$ cat config.mk
export PLATFORM = sky130hd
export DESIGN_NAME = beta_irq_ctrl
export DESIGN_NICKNAME = d
export VERILOG_FILES = /design/src/rtl/beta_irq_pkg.sv /design/src/rtl/beta_irq_prio_enc.sv /design/src/rtl/beta_irq_ctrl.sv
export SDC_FILE = /design/constraint.sdc
export NUM_CORES = 1
export LEC_CHECK = 0
export BUFFER_PORTS_ARGS = -buffer_cell sky130_fd_sc_hd__buf_2
export CAP_MARGIN = 20
export CELL_PAD_IN_SITES_DETAIL_PLACEMENT = 1
export CELL_PAD_IN_SITES_GLOBAL_PLACEMENT = 1
export CORE_UTILIZATION = 36
export CTS_BUF_LIST = sky130_fd_sc_hd__clkbuf_4 sky130_fd_sc_hd__clkbuf_8 sky130_fd_sc_hd__clkbuf_16
export DETAILED_ROUTE_END_ITERATION = 12
export PLACE_DENSITY_LB_ADDON = 0.05
export REMOVE_ABC_BUFFERS = 1
export SYNTH_ARGS = -nofsm -noshare
export SYNTH_HDL_FRONTEND = slang
export SYNTH_HIERARCHICAL = 1
export SYNTH_SLANG_ARGS = --single-unit
export TNS_END_PERCENT = 10
$ cat constraint.sdc
create_clock -name clk -period 2.35 [get_ports clk]
set_input_delay 0.1175 -clock clk [delete_from_list [all_inputs] [get_ports clk]]
set_output_delay 0.1175 -clock clk [all_outputs]
set_load 0.05 [all_outputs]
$ cat src/rtl/beta_irq_pkg.sv
// Shared constants and types for the Beta interrupt controller.
// Optional build macro used by beta_irq_ctrl: BETA_IRQ_SYNC_EN (2-flop src synchroniser).
package beta_irq_pkg;

  localparam int unsigned DATA_W = 32;

  // Register word offsets
  localparam logic [1:0] REG_PENDING = 2'd0;
  localparam logic [1:0] REG_ENABLE  = 2'd1;
  localparam logic [1:0] REG_CLAIM   = 2'd2;
  localparam logic [1:0] REG_MODE    = 2'd3;

  // Controller state encoding
  localparam logic [1:0] IRQ_IDLE    = 2'd0;
  localparam logic [1:0] IRQ_ASSERT  = 2'd1;
  localparam logic [1:0] IRQ_SERVICE = 2'd2;

  // Claim ID meaning "no source"
  localparam int unsigned ID_NONE = 0;

  // Qualified register-slave access for one cycle
  typedef struct packed {
    logic              rd;
    logic              wr;
    logic [1:0]        addr;
    logic [DATA_W-1:0] wdata;
  } reg_req_t;

endpackage

$ cat src/rtl/beta_irq_prio_enc.sv
// Fixed-priority encoder: lowest set request index wins.
module beta_irq_prio_enc #(
  parameter int unsigned NUM_SRC = 8,
  parameter int unsigned IDX_W   = 5
) (
  input  logic [NUM_SRC-1:0] req_i,
  output logic               valid_o,
  output logic [IDX_W-1:0]   idx_o
);

  // Scan from the top down so the lowest set index is the last to assign
  always_comb begin
    valid_o = 1'b0;
    idx_o   = '0;
    for (int i = int'(NUM_SRC) - 1; i >= 0; i--) begin
      if (req_i[i]) begin
        valid_o = 1'b1;
        idx_o   = IDX_W'(i);
      end
    end
  end

endmodule

$ cat src/rtl/beta_irq_ctrl.sv
// Prioritised interrupt controller driving the Beta core irq pin.
// Build macro: BETA_IRQ_SYNC_EN adds a 2-flop synchroniser on every src bit.
module beta_irq_ctrl
  import beta_irq_pkg::*;
#(
  parameter int unsigned NUM_SRC = 8,
  parameter int unsigned ID_W    = 5
) (
  input  logic               clk,
  input  logic               rst,
  input  logic [NUM_SRC-1:0] src,
  output logic               irq,
  input  logic               sel,
  input  logic               re,
  input  logic               we,
  input  logic [1:0]         addr,
  input  logic [DATA_W-1:0]  wdata,
  output logic [DATA_W-1:0]  rdata
);

  localparam logic [NUM_SRC-1:0] SRC_ONE = NUM_SRC'(1);

  logic [NUM_SRC-1:0] src_s;
  logic [NUM_SRC-1:0] src_q;
  logic [NUM_SRC-1:0] pending_q, pending_d;
  logic [NUM_SRC-1:0] enable_q, enable_d;
  logic [NUM_SRC-1:0] mode_q, mode_d;
  logic [ID_W-1:0]    active_id_q, active_id_d;
  logic [1:0]         state_q, state_d;
  logic               irq_q;

  logic [NUM_SRC-1:0] eligible;
  logic               win_valid;
  logic [ID_W-1:0]    win_idx;
  logic [ID_W-1:0]    win_id;
  logic [NUM_SRC-1:0] w1c_mask;
  logic [NUM_SRC-1:0] claim_mask;
  logic [NUM_SRC-1:0] edge_next;
  logic               claim_take;
  logic               complete;
  reg_req_t           req;
  logic               unused_wdata;

`ifdef BETA_IRQ_SYNC_EN
  logic [NUM_SRC-1:0] sync1_q, sync2_q;

  // Two-stage synchroniser for asynchronous request lines
  always_ff @(posedge clk) begin
    if (!rst) begin
      sync1_q <= '0;
      sync2_q <= '0;
    end else begin
      sync1_q <= src;
      sync2_q <= sync1_q;
    end
  end

  assign src_s = sync2_q;
`else
  assign src_s = src;
`endif

  assign req          = '{rd: sel & re, wr: sel & we, addr: addr, wdata: wdata};
  assign unused_wdata = ^req.wdata;

  assign eligible = pending_q & enable_q;

  beta_irq_prio_enc #(
    .NUM_SRC (NUM_SRC),
    .IDX_W   (ID_W)
  ) u_prio_enc (
    .req_i   (eligible),
    .valid_o (win_valid),
    .idx_o   (win_idx)
  );

  assign win_id     = win_idx + ID_W'(1);
  assign claim_take = req.rd && (req.addr == REG_CLAIM) && (state_q == IRQ_ASSERT) && win_valid;
  assign complete   = req.wr && (req.addr == REG_CLAIM) && (state_q == IRQ_SERVICE) &&
                      (req.wdata[ID_W-1:0] == active_id_q);

  // Pending/enable/mode next state; an edge set wins over any clear in the same cycle
  always_comb begin
    w1c_mask   = (req.wr && req.addr == REG_PENDING) ? req.wdata[NUM_SRC-1:0] : '0;
    claim_mask = claim_take ? (SRC_ONE << win_idx) : '0;
    edge_next  = (pending_q & ~(w1c_mask | claim_mask)) | (src_s & ~src_q);
    pending_d  = (mode_q & edge_next) | (~mode_q & src_s);
    enable_d   = (req.wr && req.addr == REG_ENABLE) ? req.wdata[NUM_SRC-1:0] : enable_q;
    mode_d     = (req.wr && req.addr == REG_MODE)   ? req.wdata[NUM_SRC-1:0] : mode_q;
  end

  // Claim/complete handshake state machine
  always_comb begin
    state_d     = state_q;
    active_id_d = active_id_q;
    case (state_q)
      IRQ_IDLE: begin
        if (|eligible) state_d = IRQ_ASSERT;
      end
      IRQ_ASSERT: begin
        if (claim_take) begin
          state_d     = IRQ_SERVICE;
          active_id_d = win_id;
        end else if (!win_valid) begin
          state_d = IRQ_IDLE;
        end
      end
      IRQ_SERVICE: begin
        if (complete) begin
          state_d     = IRQ_IDLE;
          active_id_d = ID_W'(ID_NONE);
        end
      end
      default: state_d = IRQ_IDLE;
    endcase
  end

  // State and register file
  always_ff @(posedge clk) begin
    if (!rst) begin
      state_q     <= IRQ_IDLE;
      active_id_q <= '0;
      pending_q   <= '0;
      enable_q    <= '0;
      mode_q      <= '0;
      src_q       <= '0;
      irq_q       <= 1'b0;
    end else begin
      state_q     <= state_d;
      active_id_q <= active_id_d;
      pending_q   <= pending_d;
      enable_q    <= enable_d;
      mode_q      <= mode_d;
      src_q       <= src_s;
      irq_q       <= (state_d == IRQ_ASSERT);
    end
  end

  assign irq = irq_q;

  // Combinational read mux; CLAIM content depends on the handshake state
  always_comb begin
    rdata = '0;
    if (req.rd) begin
      case (req.addr)
        REG_PENDING: rdata = DATA_W'(pending_q);
        REG_ENABLE:  rdata = DATA_W'(enable_q);
        REG_MODE:    rdata = DATA_W'(mode_q);
        default: begin
          if (state_q == IRQ_ASSERT && win_valid) rdata = DATA_W'(win_id);
          else if (state_q == IRQ_SERVICE)        rdata = DATA_W'(active_id_q);
        end
      endcase
    end
  end

endmodule

==> impl_metrics.tcl <==
set metrics [dict create \
    io_buffers 31 \
    required_ns 2.23 \
    hp-class "in -> reg" \
    num_vias 2176 \
    critPathLaunchType "flip-flop" \
    status "finished with violations" \
    hold_violations 0 \
    numCtsBuffers 5 \
    die_x_um 82.4 \
    ys_ff_latch 40 \
    power_uw 1570 \
    fillerInstances 767 \
    cts_tree "built" \
    clkPwrFrac_pct 36.8 \
    viasPerCell 5.16 \
    use_met3_pct 3.63 \
    ys_types 47 \
    first_global_vias 2189 \
    cts_buffer_depth 2 \
    skew_ns 0.00911 \
    end_kind "output pin" \
    p_sw_uw 459 \
    period_minus_slack_ns 2.45 \
    coreArea_um2 6100 \
    relSlewSlack_pct 53.6 \
    multiInputGateArea_um2 1560 \
    p_leak_uw 0.00137 \
    drv_cap 0 \
    synth_ff_type "dfxtp_1" \
    io_pins 80 \
    worst_slack_ns -0.0990 \
    top_usage_layer "met2" \
    critPathKind "reg -> out" \
    met1_usage_pct 31.2 \
    final_common_cell "nand2_1" \
    clock_sinks 40 \
    post-route-cell-area_um2 3010 \
    dpl-instance-area_um2 2660 \
    dr.pass1.iters 4 \
    yosysWarnings 6 \
    post-place-ws_ns -0.117 \
    core.rowCount 28 \
    antenna_found_initial 0 \
    totalWireLength_mm 6.92 \
    final_antenna_net_count 0 \
    async_flop_share_pct 0 \
    rsz0062_at_grt "true" \
    cts_root_buf "clkbuf_8" \
    cpPeakStageDelay_ns 0.36 \
    synth_edf_count 0 \
    slew_viol_final 0 \
    wire_per_inst_um 16.4 \
    grt_max_degree 26 \
    max_freq_mhz 408 \
    p_comb_share_pct 17.9 \
    cp_common_cell "buf_4" \
    diodes 0 \
    dp_hpwl_mm 5.12 \
    dieHeight_um 82.4 \
    finalCritPeriodShare_pct 104 \
    crit_chain "and2_2, buf_4, nor4_4, nor2b_4, buf_4, xor2_4, a221oi_2, nor3_1, buf_4" \
    dp.cells 409 \
    p_int_uw 1110 \
    whs_ns 0.0476 \
    avgSynthCellArea_um2 8.20 \
    ir_worst_vdd_v 0.000274 \
    mostFrequentLayoutCells "nand2_1, dfxtp_1, buf_4" \
    finalSetupViolCount 4 \
    grt_util_all_layers_pct 23.3 \
    ys_seq_area_share_pct 34.4 \
    die_area_um2 6800 \
    seqCellArea_um2 805 \
    worstSkewPairLatency_ns 0.29 \
    grt_overflow 0 \
    synth_area_um2 2330 \
    final_nets 394 \
    power.density_nw_per_um2 522 \
    start_util_pct 38.2 \
    use_met2_pct 38.4 \
    tightest_slew_ns 0.693 \
    cp.arrival_ns 2.33 \
    syn_to_final_growth_pct 29.1 \
    crit_slowest_cell "nor4_4" \
    grt_pass1_wl_mm 11.4 \
    violations "negative setup slack" \
    finalNonFillerCells 422 \
    gp_congestion 0.826 \
    drc 0 \
    drive_gt1_share_pct 32.3 \
    clk_pin_slew_ns 0.08 \
    syn_inst 284 \
    drt_iter0_markers 82 \
    crit_path_max_fanout 4 \
    swShare_pct 29.3 \
    pwr-share-seq_pct 45.3 \
    cts_max_level 2 \
]
[per-layer routing]
| metal | vias to the layer above | wire (um) |
|---|---|---|
| met5 | - | 0 |
| met4 | 0 | 85 |
| met3 | 7 | 267 |
| met2 | 66 | 3240 |
| met1 | 1040 | 3320 |
| li1 | 1063 | - |
[power groups by stage]
stage,logic [uW],registers [uW],clock network (uW)
global placement,260,726,0
detailed placement,262,726,0
floorplan,166,726,0
global route,303,713,621
CTS,275,711,586
finish,280,711,577
[layout make-up]
class	count	share of cell area, %
clock inverter	2	1.17
clock buffer	6	2.54
timing repair buffer	66	14.3
sequential	40	26.8
inverter	2	0.250
multi-input combinational	231	51.9
tap	75	3.12
[metrics by stage]
stage	setup TNS [ns]	util, %
2_1_floorplan	-4.37	-
3_3_place_gp	-0.0569	43.7
3_5_place_dp	-0.136	43.7
4_1_cts	-0.375	48.5
5_1_grt	-0.719	49.3
6_report	-0.282	49.3
[critical path, delay by kind of cell (launching register included)]
family	cells	cell delay [ns]
xor gates and xnor gates	1	0.16
buffers and inverters	3	0.52
AOI/OAI and AO/OA	1	0.29
DFF	1	0.32
and+or+nand+nor	4	0.75
[cells in the mapped netlist, types with 3 or more instances]
cell / instances / area (um2)
a22oi_1: 3 / 22.5
a21boi_0: 7 / 52.6
xnor2_1: 5 / 43.8
and2_1: 16 / 100
nor3_1: 4 / 20.0
xor2_1: 3 / 26.3
nand2_1: 51 / 191
a21oi_1: 3 / 15.0
buf_4: 26 / 195
a21boi_1: 9 / 67.6
clkbuf_1: 7 / 26.3
mux2_2: 3 / 33.8
nand3_1: 18 / 90.1
dfxtp_1: 40 / 801
and3b_1: 4 / 35.0
a221oi_1: 10 / 87.6
nand2b_1: 3 / 18.8
nor2b_1: 3 / 18.8
mux2i_1: 10 / 100
o21ai_0: 5 / 25.0
nor2_1: 15 / 56.3
a21o_1: 6 / 45.0
[worst paths after layout]
check | cells after the start | from | slack (ns) | endpoint
max | 9 | pending_q[5] | -0.1 | rdata[2]
min | 2 | src[2] | 0.05 | src_q[2]
max reg2reg | 9 | pending_q[5] | 0.19 | pending_q[6]
min reg2reg | 2 | src_q[6] | 0.48 | pending_q[6]
[kinds of logic after synthesis]
| family | Yosys count | share of synthesized area, % |
|---|---|---|
| and+or+nand+nor | 130 | 28.8 |
| AOI/OAI and AO/OA | 53 | 16.9 |
| DFF | 40 | 34.4 |
| buffers and inverters | 37 | 10.3 |
| muxes | 13 | 5.75 |
| xor gates and xnor gates | 8 | 3.01 |
| other | 2 | 0.322 |
| adders and majority gates | 1 | 0.537 |
[sequential cells by signal, indices dropped and copies added, names as in the netlist]
| signal | cells |
|---|---|
| irq | 1 |
| enable_q | 8 |
| active_id_q | 5 |
| src_q | 8 |
| pending_q | 8 |
| state_q | 2 |
| mode_q | 8 |
[what timing repair did]
item | in CTS | in global routing
endpoints found under the setup margin | 4 | 4
pin swaps | 13 | 9
gates resized for setup | 36 | 10
buffers inserted | 4 | 1
hold buffers | 0 | 0
Power figures use the tool's default switching activity.
